File: src/rtl/muldiv_sequencer.sv
// muldiv_sequencer: iterative radix-2 multiply / restoring divide unit that
// owns the HI/LO register pair. One shift-add or trial-subtract step per clock,
// then a single sign-fix cycle that writes HI/LO and pulses done.
// Build option: define MULDIV_DIVIDE_EN to include DIV/DIVU and divzero;
// without it divide requests are ignored and o_divzero is tied low.
//
// state  | meaning
// S_IDLE | waiting for start; MTHI/MTLO accepted here
// S_RUN  | n iteration steps on the 2n-bit accumulator
// S_FIX  | apply signs, write HI/LO, pulse done
module muldiv_sequencer #(
  parameter int N = 32
) (
  input  logic         i_clk,
  input  logic         i_reset,
  input  logic         i_start,
  input  logic [1:0]   i_op,
  input  logic [N-1:0] i_a,
  input  logic [N-1:0] i_b,
  input  logic         i_mthi,
  input  logic         i_mtlo,
  input  logic [N-1:0] i_wdata,
  output logic         o_busy,
  output logic         o_done,
  output logic         o_divzero,
  output logic [N-1:0] o_hi,
  output logic [N-1:0] o_lo
);
  localparam int CW = (N > 1) ? $clog2(N) : 1;
  localparam logic [CW-1:0] CNT_LAST = CW'(N - 1);

  typedef enum logic [1:0] {S_IDLE, S_RUN, S_FIX} state_t;

  state_t         r_state, w_state_nxt;
  logic [CW-1:0]  r_cnt;
  logic [2*N-1:0] r_acc;
  logic [N-1:0]   r_opnd;
  logic           r_sign_a, r_sign_b;
  logic           r_busy, r_done;
  logic [N-1:0]   r_hi, r_lo;

  logic           w_div_ok, w_accept, w_b_zero;
  logic           w_neg_a, w_neg_b;
  logic [N-1:0]   w_mag_a, w_mag_b;
  logic [N:0]     w_sum;
  logic [2*N-1:0] w_mul_step, w_step, w_prod;
  logic [N-1:0]   w_fix_hi, w_fix_lo;

`ifdef MULDIV_DIVIDE_EN
  logic           r_is_div, r_dz, r_divzero;
  logic [N:0]     w_rem_sh;
  logic           w_ge;
  logic [N-1:0]   w_diff;
  logic [2*N-1:0] w_div_step;

  assign w_div_ok  = 1'b1;
  assign w_b_zero  = i_op[1] && (i_b == '0);
  assign o_divzero = r_divzero;

  // Restoring divide: shift {rem,quot} left, keep the difference if no borrow.
  assign w_rem_sh   = r_acc[2*N-1:N-1];
  assign w_ge       = (w_rem_sh >= {1'b0, r_opnd});
  assign w_diff     = r_acc[2*N-2:N-1] - r_opnd;
  assign w_div_step = {(w_ge ? w_diff : r_acc[2*N-2:N-1]), r_acc[N-2:0], w_ge};
  assign w_step     = r_is_div ? w_div_step : w_mul_step;
`else
  assign w_div_ok  = 1'b0;
  assign w_b_zero  = 1'b0;
  assign o_divzero = 1'b0;
  assign w_step    = w_mul_step;
`endif

  // Divide requests only count when the divide path is built in.
  assign w_accept = (r_state == S_IDLE) && i_start && (w_div_ok || !i_op[1]);

  // Magnitudes only for signed ops; unsigned operands pass straight through.
  assign w_neg_a = i_op[0] & i_a[N-1];
  assign w_neg_b = i_op[0] & i_b[N-1];
  assign w_mag_a = w_neg_a ? -i_a : i_a;
  assign w_mag_b = w_neg_b ? -i_b : i_b;

  // Shift-add multiply: carry out of the upper-half add shifts into the MSB.
  assign w_sum      = {1'b0, r_acc[2*N-1:N]} + {1'b0, r_opnd};
  assign w_mul_step = r_acc[0] ? {w_sum, r_acc[N-1:1]} : {1'b0, r_acc[2*N-1:1]};
  assign w_prod     = (r_sign_a ^ r_sign_b) ? -r_acc : r_acc;

  // State register.
  always_ff @(posedge i_clk) begin
    if (i_reset) r_state <= S_IDLE;
    else         r_state <= w_state_nxt;
  end

  // Next-state decode.
  always_comb begin
    w_state_nxt = r_state;
    unique case (r_state)
      S_IDLE:  if (w_accept) w_state_nxt = w_b_zero ? S_FIX : S_RUN;
      S_RUN:   if (r_cnt == CNT_LAST) w_state_nxt = S_FIX;
      S_FIX:   w_state_nxt = S_IDLE;
      default: w_state_nxt = S_IDLE;
    endcase
  end

  // Sign fix-up and HI/LO selection for the FIX cycle.
  always_comb begin
    w_fix_hi = w_prod[2*N-1:N];
    w_fix_lo = w_prod[N-1:0];
`ifdef MULDIV_DIVIDE_EN
    if (r_dz) begin
      w_fix_hi = r_acc[2*N-1:N];
      w_fix_lo = r_acc[N-1:0];
    end else if (r_is_div) begin
      w_fix_hi = r_sign_a ? -r_acc[2*N-1:N] : r_acc[2*N-1:N];
      w_fix_lo = (r_sign_a ^ r_sign_b) ? -r_acc[N-1:0] : r_acc[N-1:0];
    end
`endif
  end

  // Operand latch on accept, one iteration per RUN cycle.
  always_ff @(posedge i_clk) begin
    if (i_reset) begin
      r_cnt    <= '0;
      r_acc    <= '0;
      r_opnd   <= '0;
      r_sign_a <= 1'b0;
      r_sign_b <= 1'b0;
`ifdef MULDIV_DIVIDE_EN
      r_is_div <= 1'b0;
      r_dz     <= 1'b0;
`endif
    end else if (w_accept) begin
      r_cnt    <= '0;
      r_sign_a <= w_neg_a;
      r_sign_b <= w_neg_b;
`ifdef MULDIV_DIVIDE_EN
      r_is_div <= i_op[1];
      r_dz     <= w_b_zero;
      if (w_b_zero) begin
        // Divide by zero: HI keeps the raw dividend, LO all ones.
        r_acc  <= {i_a, {N{1'b1}}};
        r_opnd <= '0;
      end else if (i_op[1]) begin
        r_acc  <= {{N{1'b0}}, w_mag_a};
        r_opnd <= w_mag_b;
      end else
`endif
      begin
        r_acc  <= {{N{1'b0}}, w_mag_b};
        r_opnd <= w_mag_a;
      end
    end else if (r_state == S_RUN) begin
      r_cnt <= r_cnt + 1'b1;
      r_acc <= w_step;
    end
  end

  // Registered status outputs.
  always_ff @(posedge i_clk) begin
    if (i_reset) begin
      r_busy <= 1'b0;
      r_done <= 1'b0;
`ifdef MULDIV_DIVIDE_EN
      r_divzero <= 1'b0;
`endif
    end else begin
      r_busy <= (w_state_nxt != S_IDLE);
      r_done <= (r_state == S_FIX);
`ifdef MULDIV_DIVIDE_EN
      r_divzero <= (r_state == S_FIX) && r_dz;
`endif
    end
  end

  // HI/LO: result write in FIX, MTHI/MTLO only in IDLE when no start is present.
  always_ff @(posedge i_clk) begin
    if (i_reset) begin
      r_hi <= '0;
      r_lo <= '0;
    end else if (r_state == S_FIX) begin
      r_hi <= w_fix_hi;
      r_lo <= w_fix_lo;
    end else if ((r_state == S_IDLE) && !i_start) begin
      if (i_mthi) r_hi <= i_wdata;
      if (i_mtlo) r_lo <= i_wdata;
    end
  end

  assign o_busy = r_busy;
  assign o_done = r_done;
  assign o_hi   = r_hi;
  assign o_lo   = r_lo;

endmodule

File: config.mk
export PLATFORM = sky130hd
export DESIGN_NAME = muldiv_sequencer
export DESIGN_NICKNAME = d
export VERILOG_FILES = /design/src/rtl/muldiv_sequencer.sv
export SDC_FILE = /design/constraint.sdc
export NUM_CORES = 1
export LEC_CHECK = 0
export CORE_ASPECT_RATIO = 0.6
export CORE_UTILIZATION = 47
export DETAILED_ROUTE_END_ITERATION = 6
export GPL_ROUTABILITY_DRIVEN = 0
export HOLD_SLACK_MARGIN = 0.1
export PLACE_DENSITY = 0.71
export SYNTH_ARGS = -nofsm -noshare
export SYNTH_HDL_FRONTEND = slang
export SYNTH_SLANG_ARGS = --single-unit
File: constraint.sdc
create_clock -name i_clk -period 5.7 [get_ports i_clk]
set_clock_uncertainty 0.1 [all_clocks]
set_input_delay 1.14 -clock i_clk [delete_from_list [all_inputs] [get_ports i_clk]]
set_output_delay 1.14 -clock i_clk [all_outputs]
set_load 0.05 [all_outputs]
* After elaboration in Yosys (flattened, before gate mapping)
Index checks and enable logic that the tools add are counted. Widths: inputs -> output; s select.
Operators by class: reductions and logical operators 14, equal/unequal tests 3, div/mod/pow operators 0, $add $sub $neg 5, $lt $le $gt $ge 0, bitwise operators 3, shift-type cells 0, multiply operators 0, multiplexer cells 15
Operators with widths (count):
- $mux 32 | 10
- $mux 64 | 2
- $neg 32->32 | 2
- $neg 64->64 | 1
- $add 32x32->33 | 1
- $reduce_bool 2->1 | 5
- $add 5x1->5 const B | 1
- $eq 5x5->1 const B | 1
- $mux 2 | 2
- $pmux 2 s2 | 1
- $reduce_and 2->1 | 2
- $logic_and 1x1->1 | 3
- $and 1x1->1 | 2
- $eq 2x1->1 const B | 1
- $eq 2x2->1 const B | 1
- $logic_not 1->1 | 2
- $logic_not 2->1 | 1
- $reduce_or 2->1 | 1
- $xor 1x1->1 | 1
Storage, ports and cells: latch bits 0, word-level logic and storage cells 51, memories 0, input port bits 103, bits in read-only memories 0, memory bits (writable) 0, register bits 171

* Depth between registers and ports, before layout
word-level depth 6, depth in mapped cells 11, mapped depth without buffers 9

* Worst setup path before layout
No wires, ideal clock.
path kind input to register, start input i_a[8], end register r_opnd[23], setup time 0.086 ns, data arrival time 3.355 ns, stages 7, path slack 2.159 ns, path through or4_1 > or4_1 > nor3_1 > nand2_1 > o21ai_0 > xor2_1 > a211oi_1
Between the ends: word-level cells in the longest chain between the ends 2
RTL lines:
- from (decl) | RTL line 18 | input logic [N-1:0] i_a,
- $neg 32->32 | RTL line 79 | assign w_mag_a = w_neg_a ? -i_a : i_a;
- $mux 32 | RTL line 79
- to (signal assigned) | RTL line 149 | r_opnd <= w_mag_a;
- to (decl) | RTL line 37 | logic [N-1:0] r_opnd;
Every way passes these cells. A chain may end at the register's enable or synchronous reset.

* Worst setup path after layout
Same ends and word-level chain as after synthesis.

==> summary.txt <==
Timing
  • Pin slew with the least headroom to its limit: 1.13 ns
  • Min Tclk post-route: 3.89 ns
  • Final hold viol count: 0
  • Slew headroom: 0.244
  • RSZ-0062 raised after global routing: false
  • Max-slew violation count: 0
  • Setup TNS: 0 ns
  • Fin crit share: 0.683
  • # setup viols final: 0
  • Fmax: 0.257 GHz

Global routing
  • Gr ovfl total: 0
  • Gr usage total: 0.318
  • Pin count of the biggest net entering global routing: 80
  • Antenna violations before repair: 0
  • First-pass GRT wire length: 61.0 mm
  • Vias in the first global route: 10,900

Detailed routing
  • Via count: 12,300
  • Drt via density: 6.36
  • Drt wl/cell: 21.0 um
  • Antenna viol nets, final: 0
  • Drt total wl: 40.7 mm
  • Post-route DRC violation count: 0
  • Initial DRT Pass Iterations: 7
  • DR iter-0 viols: 1,625

CTS
  • Clock transition at path regs: 0.06 ns
  • Clock latency on the worst-skew pair: 0.45 ns
  • Num Clock Sinks: 171
  • CTS tree: done
  • CTS Root Cell: clkbuf_16
  • Htree depth: 4
  • Cts repair resizes: 0
  • Hold buffers post-CTS: 0
  • Post-CTS Setup Bufs: 0
  • CTS Buf Count: 17
  • Clock Tree Buf Depth: 2

Logic synthesis
  • #FFs+latches synth: 171
  • Average size of a mapped cell: 7.60 um^2
  • Count of cell types in the netlist: 76
  • Share of Yosys cell area claimed by the top area cell type: 0.297
  • EDFF count, synth: 0
  • Sequential share of the synthesized area: 0.297
  • Ys async rst share: 0
  • Syn nets: 1,657
  • YS warnings: 0
  • Post-Syn Instances: 1,516
  • Synth area leader: dfxtp_1
  • Main synth FF type: dfxtp_1
  • Post-Syn Area: 0.0115 mm^2
  • Synth top area cells: dfxtp_1 30%, a21oi_1 6.0%, nor2_1 5.7%

Worst setup path
  • Endpoint class of the critical path: flop
  • Reg-to-reg endpoint: r_acc[53]$_SDFFE_PP0P_
  • Crit Path Max Fanout: 10
  • CP Launch Type: primary input
  • R2r setup slk: 2.03 ns
  • Worst EP arrival: 4.08 ns
  • Setup Crit Path Kind: primary input to flop
  • Worst Path Required: 5.89 ns
  • R2R Path Start: r_acc[32]$_SDFFE_PP0P_
  • Worst reg2reg path depth: 9

Hold path
  • Hold EP: o_lo[19]$_SDFFE_PP0P_
  • HP Start: o_lo[19]$_SDFFE_PP0P_
  • Hold Path Class: flop to flop
  • Hold Path Stages: 2

Power and ir drop
  • Leakage: 5.03 nW
  • VDD IR max: 0.153 mV
  • PD cells: 244 mW/mm^2
  • Power, Total: 3.40 mW

Layout
  • Share of layout cells above drive strength 1: 0.0438
  • Sequential cell area: 0.00342 mm^2
  • Ant diodes: 0
  • Multi-input gate area: 0.00764 mm^2
  • Most frequent cells in the layout: 175 x nor2_1, 171 x dfxtp_1, 167 x clkdlybuf4s50_1, 162 x nand2_1, 139 x a21oi_1
  • Net count, final: 1,750
  • Area grow syn2layout: 20.8%
  • Cell area after layout: 0.0139 mm^2
  • Fillers: 2,170
  • Commonest non-fill, non-tap cell in the layout: nor2_1

Floorplan
  • Core Area: 0.0236 mm^2
  • Initial Utilization: 0.489
  • Chip width: 204 um
  • I/O pin cnt: 170
  • DIE HEIGHT: 123 um
  • Site Rows: 43
  • Die area: 0.0252 mm^2

Placement
  • PortBufs: 168
  • Cell Area, Placed: 0.0134 mm^2
  • DP HPWL: 30.7 mm

Run status
  • Status: finished, final reports clean

Job
  • Max-Cap Viols: 0
[critical path, cell delays in order]
cell             delay, ns
clkdlybuf4s50_1       0.45
or4_1                 0.60
or4_1                 0.49
nor3_1                0.86
nand2_1               0.10
o21ai_0               0.21
xor2_1                0.16
a211oi_1              0.08
[layer usage]
| layer | global-route usage | wire length (um) |
|---|---|---|
| met1 | 0.491 | 19400 |
| met2 | 0.403 | 15100 |
| met3 | 0.110 | 5570 |
| met4 | 0.0784 | 595 |
| met5 | 0 | 0 |
[power breakdown]
group | switching, mW | internal [mW]
logic | 0.531 | 0.318
clock network | 0.512 | 0.666
registers | 0.104 | 1.27
total | 1.15 | 2.25
[registers in the layout (all words and copies together), names as in the netlist]
| name | count |
|---|---|
| r_cnt | 5 |
| o_hi | 32 |
| o_busy | 1 |
| r_sign_b | 1 |
| r_acc | 64 |
| r_state | 2 |
| r_opnd | 32 |
| r_sign_a | 1 |
| o_lo | 32 |
| o_done | 1 |
[synthesized netlist by cell type (18+ instances only)]
master    number
a21o_1        24
a211oi_1      56
o31ai_1       31
a21oi_1      139
and3_1        20
xor2_1        54
or3_1         22
ha_1          37
dfxtp_1      171
nand3_1       18
nor3_1        38
a311oi_1      24
nand2_1      162
xnor2_1       72
or4_1         18
nor4_1        18
nor2_1       175
inv_1         19
clkbuf_1      97
o21ai_0       76
[worst max path at each step]
stage / start / endpoint / slack, ns
floorplan: i_a[8] / r_opnd[23]$_SDFFE_PP0P_ / 2.16
global placement: i_a[8] / r_opnd[23]$_SDFFE_PP0P_ / 1.37
detailed placement: i_a[8] / r_opnd[23]$_SDFFE_PP0P_ / 1.35
CTS: i_a[8] / r_opnd[23]$_SDFFE_PP0P_ / 1.83
global route: i_a[6] / r_opnd[25]$_SDFFE_PP0P_ / 1.57
finish: i_a[8] / r_opnd[23]$_SDFFE_PP0P_ / 1.81
[logic make-up after synthesis]
logic type,synth area share
compound gates,0.287
xor+xnor,0.0957
fa+ha+maj,0.0419
buf+inv,0.0444
flops,0.297
mux,0.0158
other cells,0.000325
simple gates,0.218
[through the flow]
step	setup slack (ns)	hold WS, ns	std cells	utilization
final	1.81	0.356	1936	0.591
after global routing	1.57	0.383	1936	0.591
after CTS	1.83	0.357	1936	0.591
after detailed placement	1.35	0.341	1905	0.567
after global placement	1.37	0.335	1905	0.567
after floorplan	2.16	0.329	1516	-
[layout make-up]
cell class,count,share of cell area
repair buffers,187,0.131
flip-flops and latches,171,0.246
multi-input cells,1213,0.549
inverters,19,0.00512
well taps,315,0.0283
clock inverters,10,0.00844
clock buffers,21,0.0331
Note: power is estimated with default switching activity, not from simulation.
